[src/rtl/nrisc_prog_loader.sv]
`default_nettype none
// ============================================================================
//  Module   : nrisc_prog_loader
//  Purpose  : Byte-stream program/data loader for the nRisc 8-bit core.
//             Accepts framed bytes (SYNC, CMD, ADDR, LEN, payload, CHK) over a
//             valid/ready stream, writes instruction or data memory as the
//             payload streams in, and holds the core in reset until a RUN
//             frame (SYNC, 8'h03) is received.
//  Ports    : CLK        - system clock, rising edge
//             reset      - asynchronous active-low reset
//             in_valid   - stream byte valid
//             in_data    - stream byte
//             in_ready   - loader accepts a byte this cycle
//             imem_we    - instruction-memory write strobe
//             dmem_we    - data-memory write strobe
//             mem_addr   - shared write address
//             mem_wdata  - write data
//             cpu_hold   - 1 holds the core in reset
//             done       - RUN accepted, cleared by next SYNC
//             err        - sticky frame error, cleared by next SYNC
//  Revision : 1.0  initial release
// ============================================================================
module nrisc_prog_loader #(
  parameter int              ADDR_W    = 8,
  parameter int              DATA_W    = 8,
  parameter logic [DATA_W-1:0] SYNC_BYTE = 8'hA5
) (
  input  logic              CLK,
  input  logic              reset,
  input  logic              in_valid,
  input  logic [DATA_W-1:0] in_data,
  output logic              in_ready,
  output logic              imem_we,
  output logic              dmem_we,
  output logic [ADDR_W-1:0] mem_addr,
  output logic [DATA_W-1:0] mem_wdata,
  output logic              cpu_hold,
  output logic              done,
  output logic              err
);

  localparam logic [DATA_W-1:0] c_cmd_imem = 8'h01;
  localparam logic [DATA_W-1:0] c_cmd_dmem = 8'h02;
  localparam logic [DATA_W-1:0] c_cmd_run  = 8'h03;

  typedef enum logic [2:0] {
    S_HUNT = 3'd0,
    S_CMD  = 3'd1,
    S_ADDR = 3'd2,
    S_LEN  = 3'd3,
    S_DATA = 3'd4,
    S_CHK  = 3'd5,
    S_RUN  = 3'd6,
    S_ERR  = 3'd7
  } state_t;

  state_t              r_state;
  state_t              w_state_next;
  logic                w_xfer;
  logic                w_is_sync;

  logic                r_in_ready;
  logic                r_imem_we;
  logic                r_dmem_we;
  logic [ADDR_W-1:0]   r_mem_addr;
  logic [DATA_W-1:0]   r_mem_wdata;
  logic                r_cpu_hold;
  logic                r_done;
  logic                r_err;
  logic [DATA_W-1:0]   r_chk;
  logic [DATA_W-1:0]   r_cnt;
  logic [ADDR_W-1:0]   r_ptr;
  logic                r_tgt_imem;

  assign w_xfer    = in_valid & r_in_ready;
  assign w_is_sync = (in_data == SYNC_BYTE);

  // Next-state logic; every state except ERR only moves on an accepted byte.
  always_comb begin
    w_state_next = r_state;
    case (r_state)
      S_HUNT, S_RUN: begin
        if (w_xfer && w_is_sync) w_state_next = S_CMD;
      end
      S_CMD: begin
        if (w_xfer) begin
          if (in_data == c_cmd_imem || in_data == c_cmd_dmem) w_state_next = S_ADDR;
          else if (in_data == c_cmd_run)                      w_state_next = S_RUN;
          else                                                w_state_next = S_ERR;
        end
      end
      S_ADDR: begin
        if (w_xfer) w_state_next = S_LEN;
      end
      S_LEN: begin
        if (w_xfer) w_state_next = (in_data == '0) ? S_ERR : S_DATA;
      end
      S_DATA: begin
        if (w_xfer && r_cnt == 8'd1) w_state_next = S_CHK;
      end
      S_CHK: begin
        if (w_xfer) w_state_next = (in_data == r_chk) ? S_HUNT : S_ERR;
      end
      S_ERR:   w_state_next = S_HUNT;
      default: w_state_next = S_HUNT;
    endcase
  end

  always_ff @(posedge CLK or negedge reset) begin
    if (!reset) begin
      r_state <= S_HUNT;
    end else begin
      r_state <= w_state_next;
    end
  end

  // Datapath and registered outputs.
  always_ff @(posedge CLK or negedge reset) begin
    if (!reset) begin
      r_in_ready  <= 1'b0;
      r_imem_we   <= 1'b0;
      r_dmem_we   <= 1'b0;
      r_mem_addr  <= '0;
      r_mem_wdata <= '0;
      r_cpu_hold  <= 1'b1;
      r_done      <= 1'b0;
      r_err       <= 1'b0;
      r_chk       <= '0;
      r_cnt       <= '0;
      r_ptr       <= '0;
      r_tgt_imem  <= 1'b0;
    end else begin
      // Strobes are single-cycle pulses; ready drops only for the ERR cycle.
      r_imem_we  <= 1'b0;
      r_dmem_we  <= 1'b0;
      r_in_ready <= (w_state_next != S_ERR);

      if (w_xfer) begin
        case (r_state)
          S_HUNT, S_RUN: begin
            if (w_is_sync) begin
              r_cpu_hold <= 1'b1;
              r_done     <= 1'b0;
              r_err      <= 1'b0;
              r_chk      <= '0;
            end
          end
          S_CMD: begin
            // chk was cleared on SYNC, so the command byte seeds it.
            r_chk      <= in_data;
            r_tgt_imem <= (in_data == c_cmd_imem);
            if (in_data == c_cmd_run) begin
              r_cpu_hold <= 1'b0;
              r_done     <= 1'b1;
            end
          end
          S_ADDR: begin
            r_ptr <= ADDR_W'(in_data);
            r_chk <= r_chk ^ in_data;
          end
          S_LEN: begin
            r_cnt <= in_data;
            r_chk <= r_chk ^ in_data;
          end
          S_DATA: begin
            r_chk       <= r_chk ^ in_data;
            r_cnt       <= r_cnt - 8'd1;
            r_imem_we   <= r_tgt_imem;
            r_dmem_we   <= ~r_tgt_imem;
            r_mem_addr  <= r_ptr;
            r_mem_wdata <= in_data;
            // Wraps modulo 2^ADDR_W by construction.
            r_ptr       <= r_ptr + ADDR_W'(1);
          end
          default: ;
        endcase
      end

      if (w_state_next == S_ERR) r_err <= 1'b1;
    end
  end

  assign in_ready  = r_in_ready;
  assign imem_we   = r_imem_we;
  assign dmem_we   = r_dmem_we;
  assign mem_addr  = r_mem_addr;
  assign mem_wdata = r_mem_wdata;
  assign cpu_hold  = r_cpu_hold;
  assign done      = r_done;
  assign err       = r_err;

endmodule
`default_nettype wire

[config.mk]
export PLATFORM = sky130hd
export DESIGN_NAME = nrisc_prog_loader
export DESIGN_NICKNAME = d
export VERILOG_FILES = /design/src/rtl/nrisc_prog_loader.sv
export SDC_FILE = /design/constraint.sdc
export NUM_CORES = 1
export LEC_CHECK = 0
export CAP_MARGIN = 40
export CORE_MARGIN = 5
export CORE_UTILIZATION = 55
export DETAILED_ROUTE_END_ITERATION = 8
export GPL_TIMING_DRIVEN = 0
export PLACE_DENSITY = 0.77
export SLEW_MARGIN = 20
export SYNTH_ARGS = -nofsm -noshare
export SYNTH_HDL_FRONTEND = slang
export SYNTH_SLANG_ARGS = --single-unit
[constraint.sdc]
create_clock -name CLK -period 3 [get_ports CLK]
set_clock_uncertainty 0.2 [all_clocks]
set_input_delay 0.3 -clock CLK [delete_from_list [all_inputs] [get_ports CLK]]
set_output_delay 0.3 -clock CLK [all_outputs]
set_load 0.005 [all_outputs]
==> run summary <==
Setup repair after global routing left no endpoint under its margin. Via count of the first global-routing pass: 2,275. The signed area change from the synthesized netlist to the final layout was 19.2%.

The path type of the worst setup path was reg -> reg. In this run the power spent charging and discharging nets is 1.31 mW. The highest clock frequency the design can meet was 0.365 GHz; the number of library cell types mapped by synthesis was 50.

At the pin with the least slew margin, the transition time is 628 ps. The tools report the detailed router's first-iteration violation count as 313. The switching part of the total is 39.9%.

The run gives 11.4 mm as the first-pass GRT wire length. For this run, the total global-route usage over all layers was measured as 22.6%. The routed layout has 2,369 vias.

The total internal power is 1.97 mW. Among all flip-flop cells after synthesis, the most frequent one is sky130_fd_sc_hd__dfrtp_1. Clock root buffer: sky130_fd_sc_hd__clkbuf_8. In the final design database the tool counted 337 nets. Count of mapped cells out of synthesis: 286. Dividing the detail-routed wire length by the instance count gives 17.4 µm.

For the placed cell count, the log shows 382. IR analysis of the VDD net gives a maximum drop of 569 µV. The final total negative setup slack is 0 ps, and the largest net degree at the start of global routing is 21. In this run the power density over the cells is 998 mW/mm². The run finished with clean final reports.

The max capacitance violation total is 0. After detailed routing, the number of vias per cell comes to 6.06. The post-synthesis sequential element count is 50. The tools report the synthesis warning total as 0. The routed design could run at a clock period as short as 2740 ps. The clock network is responsible for 15.2% of the overall power. Sorting the synthesized cells by area gives the leading types as sky130_fd_sc_hd__dfrtp_1 44%, sky130_fd_sc_hd__mux2_2 6.5%, sky130_fd_sc_hd__o21ai_0 5.6%. STA puts the critical path data arrival time at 2740 ps.

The later-pin clock latency in the skew report is 310 ps. In this run the static leakage power is 1.32 nW. The initial utilization of the core area, before any placement, comes to 57.7%. The worst pin sits at a relative slew slack of 57.8%.

The share of total power dissipated in combinational logic is 47.8%. For the register area share after synthesis, the log shows 45.4%. Buffers added to address setup during post-CTS repair amount to 0. The number of clock buffers added by TritonCTS is 5.

STA classifies the critical path endpoint as a flop. The final estimated routing congestion in global placement is 0.864. sky130_fd_sc_hd__dfrtp_1 takes more of the synthesized area than any other cell. The detail route stage leaves a number of antenna-violating nets equal to 0.

The clock passes through at most 2 buffers. Global-route congestion overflow total: 0. The initial antenna violation count is 0, and the register-to-register setup slack is 260 ps.

Of all nets on the critical path, the largest fanout is 10. For the overall power consumption, the log shows 3.28 mW. Maximum level of the CTS H-tree: 2. Setup violations remaining at the end of the flow were counted as 0. The worst setup path is launched from a flop. Port buffering added 26 buffers.

TritonCTS built the clock tree. The tools report the number of standard cells in the layout, taps in and fillers out as 391. The run gives 6.80 mm as the wire length after detailed routing.

In the final layout, the share of cells above drive strength 1 is 14.5%. Required time of the worst setup path: 3000 ps. Detailed placement finished with a half-perimeter wire length of 4.84 mm.

The leading cell type in the layout, fill and taps excluded was sky130_fd_sc_hd__dfrtp_1. The tools report the max-slew violation count as 0. Counting flops with an async set or reset pin after synthesis yields a share of 100%. The die width is 80.8 µm. In the layout the commonest cells are 49 x sky130_fd_sc_hd__dfrtp_1, 31 x sky130_fd_sc_hd__o21ai_0, 25 x sky130_fd_sc_hd__clkdlybuf4s50_1, 24 x sky130_fd_sc_hd__a21oi_1, 18 x sky130_fd_sc_hd__nand2_1.

The standard cell core area was 0.00479 mm²; the first-pass detailed-route iteration total was 5. The synthesized area per cell is 9.65 µm². The run gives 25 as the number of core rows.

The repair_antennas step left the layout with diodes totalling 0. For the sequential group share of total power, the log shows 37.0%. The mapped netlist covers 0.00276 mm². Counting the fill cells in the layout gives 371. The number of synthesized flops with an enable pin was 0; the share of the clock period used by the worst path was 91.4%. Die height: 80.8 µm. 33 I/O pins were placed. The clock input transition at the sequential cells of the worst setup and hold paths was 100 ps; the DRC violation count after routing was 0. The hold violation total from the final report came out at 0. Counting every net in the synthesized netlist gives 300. The tightest hold path in the finished design has a slack of 79.6 ps. The clock net in this run drives a total of 50 sinks.

The proportion of netlist area held by the largest area contributor works out to 44.4%. The die covers 0.00654 mm². Class of the tightest hold or removal check: in -> reg.
==> routing by layer <==
| layer | wire [µm] | track usage (%) | share of wire, % |
|---|---|---|---|
| met1 | 3020 | 31.0 | 44 |
| met4 | 119 | 7.77 | 1.7 |
| met3 | 415 | 4.43 | 6.1 |
| met5 | 0 | 0 | 0 |
| met2 | 3250 | 35.7 | 48 |
==> sequential cells by signal (all words and copies together) (netlist names), 3 cells and up <==
signal,count
mem_addr,8
mem_wdata,8
r_chk,8
r_cnt,8
r_ptr,8
r_state,3
==> synthesized netlist by cell type, types with 3 or more instances <==
| cell | n |
|---|---|
| sky130_fd_sc_hd__o31ai_2 | 8 |
| sky130_fd_sc_hd__nor2_1 | 17 |
| sky130_fd_sc_hd__inv_1 | 7 |
| sky130_fd_sc_hd__o22ai_1 | 5 |
| sky130_fd_sc_hd__a22oi_1 | 3 |
| sky130_fd_sc_hd__nor4_1 | 6 |
| sky130_fd_sc_hd__mux2_2 | 16 |
| sky130_fd_sc_hd__nand2_1 | 18 |
| sky130_fd_sc_hd__or3_1 | 4 |
| sky130_fd_sc_hd__o21ai_0 | 31 |
| sky130_fd_sc_hd__xor2_1 | 8 |
| sky130_fd_sc_hd__nand3_1 | 5 |
| sky130_fd_sc_hd__nor2b_1 | 3 |
| sky130_fd_sc_hd__a21oi_1 | 24 |
| sky130_fd_sc_hd__nand4_1 | 5 |
| sky130_fd_sc_hd__ha_1 | 3 |
| sky130_fd_sc_hd__nor3_1 | 9 |
| sky130_fd_sc_hd__clkbuf_1 | 17 |
| sky130_fd_sc_hd__a22o_1 | 8 |
| sky130_fd_sc_hd__dfrtp_1 | 49 |
==> worst paths after layout <==
kind / start / cells after the start / to
hold / removal: in_data[3] / 2 / r_chk[3]
setup reg to reg: r_state[1] / 7 / mem_wdata[6]
setup / recovery: r_state[1] / 7 / mem_wdata[6]
max in group asynchronous: reset / 4 / mem_wdata[2]
min in group asynchronous: reset / 2 / err
hold reg to reg: cpu_hold / 2 / cpu_hold
==> cell type report <==
| class | instances | area [µm²] | area share, % |
|---|---|---|---|
| Multi-Input combinational cell | 207 | 1380 | 42.1 |
| Sequential cell | 50 | 1250 | 38.1 |
| Timing Repair Buffer | 30 | 325 | 9.89 |
| Buffer | 22 | 100 | 3.04 |
| Tap cell | 67 | 83.8 | 2.55 |
| Clock buffer | 5 | 68.8 | 2.09 |
| Clock inverter | 3 | 48.8 | 1.48 |
| Inverter | 7 | 26.3 | 0.799 |
==> critical path, stage by stage, from the launching register on <==
cell,delay [ps]
sky130_fd_sc_hd__dfrtp_1,370
sky130_fd_sc_hd__clkbuf_1,220
sky130_fd_sc_hd__nor2b_1,420
sky130_fd_sc_hd__nand2_1,130
sky130_fd_sc_hd__clkbuf_1,250
sky130_fd_sc_hd__nor2_2,350
sky130_fd_sc_hd__buf_2,320
sky130_fd_sc_hd__mux2_2,370
==> cells by family after synthesis <==
logic type / after synthesis / synth area share, %
compound gates: 98 / 24.0
simple gates: 80 / 15.0
flops: 50 / 45.4
buf+inv: 29 / 4.58
mux: 16 / 6.53
xor+xnor: 10 / 3.17
fa+ha+maj: 3 / 1.36
==> metrics by stage <==
step / setup WS [ps] / utilization (%) / cell area, µm²
4_1_cts: 95.2 / 68.7 / 3290
6_report: 257 / 68.7 / 3290
3_3_place_gp: -28.0 / 64.9 / 3100
5_1_grt: 60.6 / 68.7 / 3290
3_5_place_dp: 10.7 / 66.0 / 3160
2_1_floorplan: 612 / - / 2760
==> power by group through the flow <==
stage | logic (mW) | registers (mW) | clock network, mW
finish | 1.57 | 1.21 | 0.500
CTS | 1.56 | 1.21 | 0.513
global route | 1.73 | 1.26 | 0.535
global placement | 1.51 | 1.21 | 0
floorplan | 1.02 | 1.18 | 0
detailed placement | 1.55 | 1.22 | 0
==> repair_timing <==
action,in CTS,in global routing
hold buffers,1,0
hold endpoints to repair,30,0
setup endpoints to repair,0,10
gates resized for setup,0,1
(Power assumes the default switching activity.)
